--- src/rtl/i_fetch_pkg.sv ---
// Shared fetch-unit constants and the {pc, word} entry layout held in the skid buffer.
package i_fetch_pkg;

  localparam int unsigned FETCH_ADDR_W = 8;
  localparam int unsigned FETCH_DATA_W = 32;
  localparam logic [FETCH_ADDR_W-1:0] FETCH_RESET_PC = 8'h00;

  // One buffered fetch: the word plus the address it came from (pc in the upper bits).
  typedef struct packed {
    logic [FETCH_ADDR_W-1:0] pc;
    logic [FETCH_DATA_W-1:0] word;
  } fetch_entry_t;

  localparam int unsigned FETCH_ENTRY_W = $bits(fetch_entry_t);

endpackage

--- src/rtl/fetch_skid_buf.sv ---
// Two-entry FIFO between the ROM read and decode. Entry 0 is always the head.
// Flush empties the buffer; a pop in the flush cycle is still a completed handshake.
module fetch_skid_buf
  import i_fetch_pkg::*;
#(
  parameter int unsigned WIDTH = FETCH_ENTRY_W
) (
  input  logic             clk,
  input  logic             rst,
  input  logic             push,
  input  logic             pop,
  input  logic             flush,
  input  logic [WIDTH-1:0] din,
  output logic [1:0]       count,
  output logic [WIDTH-1:0] head
);

  logic [WIDTH-1:0] ent0_q, ent0_d;
  logic [WIDTH-1:0] ent1_q, ent1_d;
  logic [1:0]       count_q, count_d;
  logic             push_ok, pop_ok;

  // Next-state: guard push/pop against full/empty, then shift or fill entries.
  always_comb begin
    ent0_d  = ent0_q;
    ent1_d  = ent1_q;
    count_d = count_q;
    push_ok = push & (count_q != 2'd2);
    pop_ok  = pop & (count_q != 2'd0);
    if (flush) begin
      count_d = 2'd0;
    end else begin
      case ({push_ok, pop_ok})
        2'b10: begin
          if (count_q == 2'd0) ent0_d = din;
          else                 ent1_d = din;
          count_d = count_q + 2'd1;
        end
        2'b01: begin
          ent0_d  = ent1_q;
          count_d = count_q - 2'd1;
        end
        // Both only possible with exactly one entry: the new word becomes the head.
        2'b11: ent0_d = din;
        default: ;
      endcase
    end
  end

  // State registers with synchronous reset.
  always_ff @(posedge clk) begin
    if (rst) begin
      ent0_q  <= '0;
      ent1_q  <= '0;
      count_q <= 2'd0;
    end else begin
      ent0_q  <= ent0_d;
      ent1_q  <= ent1_d;
      count_q <= count_d;
    end
  end

  assign count = count_q;
  assign head  = ent0_q;

endmodule

--- src/rtl/i_fetch.sv ---
// Instruction fetch unit: PC register, ROM address drive, redirect handling and a
// 2-entry skid buffer feeding decode over valid/ready.
module i_fetch
  import i_fetch_pkg::*;
#(
  parameter int unsigned        ADDR_W   = FETCH_ADDR_W,
  parameter int unsigned        DATA_W   = FETCH_DATA_W,
  parameter logic [ADDR_W-1:0]  RESET_PC = FETCH_RESET_PC
) (
  input  logic              clk,
  input  logic              rst,
  input  logic              run,
  output logic [ADDR_W-1:0] imem_addr,
  input  logic [DATA_W-1:0] imem_data,
  output logic [DATA_W-1:0] instr,
  output logic [ADDR_W-1:0] instr_pc,
  output logic              instr_valid,
  input  logic              instr_ready,
  input  logic              redirect,
  input  logic [ADDR_W-1:0] redirect_pc
);

  localparam int unsigned ENTRY_W = ADDR_W + DATA_W;

  logic [ADDR_W-1:0]  pc_q, pc_d;
  logic [1:0]         count;
  logic [ENTRY_W-1:0] head;
  logic               fetch_fire;
  logic               pop;

  // Fetch enable depends only on registered count, never on instr_ready.
  always_comb begin
    fetch_fire = run & ~redirect & (count != 2'd2);
    pop        = instr_valid & instr_ready;
    pc_d       = pc_q;
    if (redirect)        pc_d = redirect_pc;
    else if (fetch_fire) pc_d = pc_q + 1'b1;
  end

  // PC register; reset beats redirect.
  always_ff @(posedge clk) begin
    if (rst) pc_q <= RESET_PC;
    else     pc_q <= pc_d;
  end

  fetch_skid_buf #(
    .WIDTH (ENTRY_W)
  ) u_buf (
    .clk   (clk),
    .rst   (rst),
    .push  (fetch_fire),
    .pop   (pop),
    .flush (redirect),
    .din   ({pc_q, imem_data}),
    .count (count),
    .head  (head)
  );

  assign imem_addr   = pc_q;
  assign instr       = head[DATA_W-1:0];
  assign instr_pc    = head[ENTRY_W-1:DATA_W];
  assign instr_valid = (count != 2'd0);

endmodule

--- config.mk ---
export PLATFORM = sky130hd
export DESIGN_NAME = i_fetch
export DESIGN_NICKNAME = d
export VERILOG_FILES = /design/src/rtl/i_fetch_pkg.sv /design/src/rtl/fetch_skid_buf.sv /design/src/rtl/i_fetch.sv
export SDC_FILE = /design/constraint.sdc
export NUM_CORES = 1
export LEC_CHECK = 0
export BUFFER_PORTS_ARGS = -buffer_cell sky130_fd_sc_hd__buf_4
export CORE_ASPECT_RATIO = 0.8
export CORE_MARGIN = 2
export CORE_UTILIZATION = 40
export CTS_CLUSTER_DIAMETER = 200
export DETAILED_ROUTE_END_ITERATION = 7
export GPL_TIMING_DRIVEN = 0
export PLACE_DENSITY = 0.58
export SLEW_MARGIN = 25
export SYNTH_ARGS = -nofsm -noshare
export SYNTH_HDL_FRONTEND = slang
export SYNTH_SLANG_ARGS = --single-unit
--- constraint.sdc ---
create_clock -name clk -period 6.3 [get_ports clk]
set_input_delay 0.315 -clock clk [delete_from_list [all_inputs] [get_ports clk]]
set_output_delay 0.315 -clock clk [all_outputs]
set_load 0.02 [all_outputs]
* After elaboration in Yosys (flattened, before gate mapping) *
Cells that the tools add are included.
W data, S select, Z words.

storage, ports and cells
  word-level logic and storage cells = 32
  output and inout port bits = 49
  register bits = 90
  bits of input ports = 45

cells by class
  reductions and logical operators = 8
  multiplexer cells = 5
  add/subtract/negate cells = 3
  eq/ne operators = 5
  bitwise gates (word level) = 7

operators with widths
  operator               count
  $pmux W40 S3           1
  $mux W40               1
  $mux W8                2
  $add A8 B1 Y8 const B  1
  $reduce_and A3 Y1      2
  $reduce_bool A2 Y1     3
  $and A1 B1 Y1          5
  $eq A2 B2 Y1 const B   2
  $pmux W2 S2            1
  $reduce_bool A3 Y1     1
  $add A2 B1 Y2 const B  1
  $eq A2 B1 Y1 const B   1
  $logic_not A2 Y1       1
  $ne A2 B1 Y1 const B   1
  $ne A2 B2 Y1 const B   1
  $not A1 Y1             2
  $reduce_or A2 Y1       1
  $sub A2 B1 Y2 const B  1

* Longest topological paths before layout *
  depth after elaboration = 7
  mapped depth = 10
  gate-level depth less buffers = 8

* Modules after synthesis *
Synthesis repeated with hierarchy kept, for this count alone.

second synthesis, totals
  cells, all modules = 439
  area, all modules = 4473.0 µm²

modules (own cells, without submodules)
  module          instances  sequential area each (µm²)  area an instance (µm²)  cells each
  fetch_skid_buf  1          1641.6                      3970.1                  375
  i_fetch         1          160.2                       503.0                   64

* Worst setup path after synthesis *
Ideal clock, no wire load.

  path kind = input-to-reg
  from = in redirect
  to = reg u_buf.ent0_q[34], in the netlist u_buf.head[34]
  path slack = 4.193 ns
  buffers on the path = 3
  data arrival time = 1.983 ns
  stages = 9
  library setup time = 0.123 ns
  data required time = 6.177 ns
  cell sequence = inv_1 clkbuf_1 nand3_1 ha_1 buf_2 buf_2 mux2i_1 nor2_1 mux2_1

on the way
  longest elaborated chain between the ends = 7
  elaborated cells between the ends (all ways) = 11
  classes of those cells = eq/ne (4); mux (1); bitwise (4); reduce/logical (2)

RTL lines
  what                                                                 RTL line              text
  start: declaration                                                   i_fetch.sv:19         input logic redirect,
  $not A1 Y1 (no line) *                                               -
  $and A1 B1 Y1 (2 in series)                                          i_fetch.sv:33         fetch_fire = run & ~redirect & (count != 2'd2);
  $and A1 B1 Y1                                                        fetch_skid_buf.sv:28  push_ok = push & (count_q != 2'd2);
  $eq A2 B2 Y1 / $eq A2 B1 Y1 (equally long branches)                  fetch_skid_buf.sv:33  case ({push_ok, pop_ok})
  $ne A2 B1 Y1 (no line) / $reduce_bool A3 Y1 (equally long branches)  -
  $reduce_and A3 Y1 (no line)                                          -
  end signal: assignment                                               fetch_skid_buf.sv:57  ent0_q <= ent0_d;
  end: declaration                                                     fetch_skid_buf.sv:18  logic [WIDTH-1:0] ent0_q, ent0_d;

Mark *: on every way between the ends. The rest lies on a longest branch, timed or not.
A chain may end at the register's enable or synchronous reset.

* Final worst setup path *
  from = reg u_buf.count_q[0], in the netlist u_buf.count[0]
  to = reg u_buf.ent0_q[34], in the netlist u_buf.head[34]

on the way
  longest elaborated chain between the ends = 6
  elaborated cells between the ends (all ways) = 14
  classes of those cells = eq/ne (5); mux (1); bitwise (4); reduce/logical (4)

RTL lines
  what                                                                 RTL line                                    text
  start: declaration                                                   fetch_skid_buf.sv:20                        logic [1:0] count_q, count_d;
  start signal: assignment                                             fetch_skid_buf.sv:59                        count_q <= count_d;
  $ne A2 B2 Y1 / $reduce_bool A2 Y1 (equally long branches)            -
  $and A1 B1 Y1, on equally long branches                              i_fetch.sv:33, i_fetch.sv:34
  $and A1 B1 Y1, on equally long branches                              fetch_skid_buf.sv:28, fetch_skid_buf.sv:29
  $eq A2 B2 Y1 / $eq A2 B1 Y1 (equally long branches)                  fetch_skid_buf.sv:33
  $ne A2 B1 Y1 (no line) / $reduce_bool A3 Y1 (equally long branches)  -
  $reduce_and A3 Y1 (no line)                                          -

Several ways; a longest one is shown, not always the timed one.

==> flow_metrics.py <==
metrics = {
    "power": {
        "power_frac_seq": 0.425,
        "vdd_drop_max_mv": 0.1167,
        "power.density_mw_per_mm2": 259.6,
        "pwr-share-comb": 0.130,
        "leakagePower_nw": 2.174,
        "switching_share": 0.2412,
        "power_frac_clock": 0.445,
        "switching_power_mw": 0.3432,
        "internal-power_mw": 1.080,
    },
    "clock_network": {
        "postCtsSetupBuffers": 0,
        "clk_pin_slew_worst_paths_ps": 60,
        "cts_max_path_buffers": 2,
        "cts_root_buf": "clkbuf_16",
        "cts_buffers": 9,
        "cts_tree": "done",
        "hold_buffers": 0,
        "post_cts_resized": 0,
        "h-tree-depth": 3,
        "clock-sinks": 90,
        "worstSkewPairLatency_ps": 340,
    },
    "synthesis": {
        "synth_cell_types": 35,
        "synth_edf_count": 0,
        "synthCells": 478,
        "async_flop_share": 0,
        "synth-seq-cells": 90,
        "ys_top_cells_by_count": "dfxtp_1, nor2_1, nand3_1",
        "synthFlopType": "dfxtp_1",
        "yosys_warnings": 0,
        "avgSynthCellArea_um2": 8.929,
        "synth_area_leader_cell": "dfxtp_1",
        "yosysSeqAreaShare": 0.4222,
        "syn-cell-area_mm2": 0.004268,
        "synth_top_area_frac": 0.4222,
        "yosysMostFrequentCell": "dfxtp_1",
        "syn-num-nets": 527,
        "ys_top_cells_by_area": "dfxtp_1, mux2_1, mux2i_1, nor2b_1, nand3_1",
    },
    "sta": {
        "report.final.slew_viol_count": 0,
        "timing_hold_violations_final": 0,
        "tns_ps": 0,
        "max_freq_mhz": 389.0,
        "layout_min_cycle_time_ps": 2570,
        "relSlewSlack": 0.6148,
        "rsz0062_at_grt": "false",
        "tightest_slew_ps": 577.8,
        "timing.final.setup_violations": 0,
        "layout_setup_ws_ps": 3730,
        "post-route-period-util": 0.4080,
        "finClkSkew_ps": 6.012,
    },
    "place": {
        "placedCellCount": 709,
        "place.gp.congestion": 0.8105,
        "port_buffers": 91,
        "post-dp-hpwl_mm": 7.892,
        "place_ws_ps": 3485,
    },
    "grt": {
        "met1_usage": 0.2686,
        "antenna_found_initial": 0,
        "track_usage": 0.1971,
        "grt_util_met2": 0.3095,
        "busiest_layer": "met2",
        "grt_max_degree": 15,
        "grt_pass1_vias": 3551,
        "overflow": 0,
        "grt_pass1_wl_mm": 17.89,
        "gr-usage-met3": 0.04812,
    },
    "final_layout": {
        "drive_above_1_share": 0.2103,
        "final_cells": 725,
        "diodes": 0,
        "area_growth_pct": 28.41,
        "fin_nets": 629,
    },
    "route": {
        "drt_wl_total_mm": 11.13,
        "wl_per_cell_um": 15.35,
        "drc_errors": 0,
        "vias_per_cell": 5.192,
        "drt_pass1_iterations": 4,
        "drt_iter0_drc": 206,
        "dr_total_vias": 3764,
        "ant_nets": 0,
    },
    "floorplanning": {
        "row_count": 33,
        "coreArea_mm2": 0.01032,
        "die_h_um": 96.39,
        "fp.dieW_um": 119.5,
        "io_pins": 94,
        "start_util": 0.4135,
        "die_area_mm2": 0.01152,
    },
    "job": {
        "timing.max_cap.violations": 0,
    },
    "critical_path": {
        "slowest_stage": "dfxtp_1",
        "cp.required_ps": 6530,
        "cp_max_fo": 10,
        "critical_path.max_stage_delay_ps": 470,
        "cp_cell_sequence": "nor2_2 -> inv_2 -> nand2_1 -> inv_2 -> ha_1 -> buf_2 -> buf_2 -> mux2i_1 -> nor2_1 -> mux2_1",
        "cp.arrival_ps": 2800,
        "path_class": "register to register",
        "cp-end-kind": "register",
        "crit_path_start_kind": "register",
    },
    "hold_path": {
        "hp-class": "input pin to register",
    },
    "run_status": {
        "status": "complete, no violations",
    },
}
-- power by group through the flow --
stage	clock [mW]	sequential, mW	combinational (mW)
5_1_grt	0.670	0.607	0.202
3_3_place_gp	0	0.617	0.185
3_5_place_dp	0	0.617	0.187
2_1_floorplan	0	0.635	0.0860
4_1_cts	0.643	0.605	0.187
6_report	0.633	0.605	0.185
-- critical path: cells and delay by family, from the launching register on --
kind / cells / cell delay [ps]
AND/OR/NAND/NOR: 3 / 280
flip-flops: 1 / 470
buffers and inverters: 4 / 910
adder cells (fa/ha/maj): 1 / 170
multiplexers: 2 / 630
-- sequential cells by signal, summed over array words and instances, names as in the netlist --
name	flops
imem_addr	8
u_buf.ent1_q	40
u_buf.head	40
u_buf.count	2
-- metrics by stage --
stage / instance area, um2 / utilization / hold slack [ps] / total power, mW
after floorplan: 4268 / - / 393.5 / 0.7213
after global placement: 5126 / 0.4966 / 460.4 / 0.8011
after detailed placement: 5126 / 0.4966 / 466.0 / 0.8036
after CTS: 5480 / 0.5309 / 201.9 / 1.434
after global routing: 5480 / 0.5309 / 217.8 / 1.478
final: 5480 / 0.5309 / 213.9 / 1.423
-- layout make-up --
class                           instances  area (um2)
Fill cell                             993        4842
Clock buffer                           12       256.5
Tap cell                              140       175.2
Timing Repair Buffer                   91       683.2
Inverter                                6       22.52
Clock inverter                          4       97.59
Sequential cell                        90        1802
Buffer                                 41       182.7
Multi-Input combinational cell        341        2261
-- cells by family after synthesis --
family          share of synthesized area
simple gates                       0.1856
compound gates                     0.1264
flops                              0.4222
mux                                0.2020
buf+inv                           0.04808
fa+ha+maj                         0.01173
xor+xnor                         0.004105
-- routing by layer --
metal	wire, um	vias to the layer above
met2	4913	90
met4	132	0
met5	0	-
met3	580	12
met1	5503	1785
li1	-	1877
-- cells in the final DEF (no fill, tap or decap), types with 4 or more instances in the layout --
master     instances
a311oi_1           7
buf_4             95
nor2_1            47
dfxtp_1           90
clkbuf_1          32
mux2_1            41
o21ai_0           41
a21oi_1           42
mux2i_1           40
nand3_1           43
inv_1              4
nor2b_1           41
nand2_1            5
clkbuf_16          9
buf_2              5
ha_1               4
-- path summary, 6_finish.rpt --
check,end,depth (start not counted),startpoint,slack (ps)
hold reg to reg,u_buf.ent1_q[32],2,u_buf.ent1_q[32],470
hold / removal,u_buf.count[1],2,redirect,210
setup reg to reg,u_buf.head[34],10,u_buf.count[0],3730
setup / recovery,u_buf.head[34],10,u_buf.count[0],3730
Power figures use the tool's default switching activity.
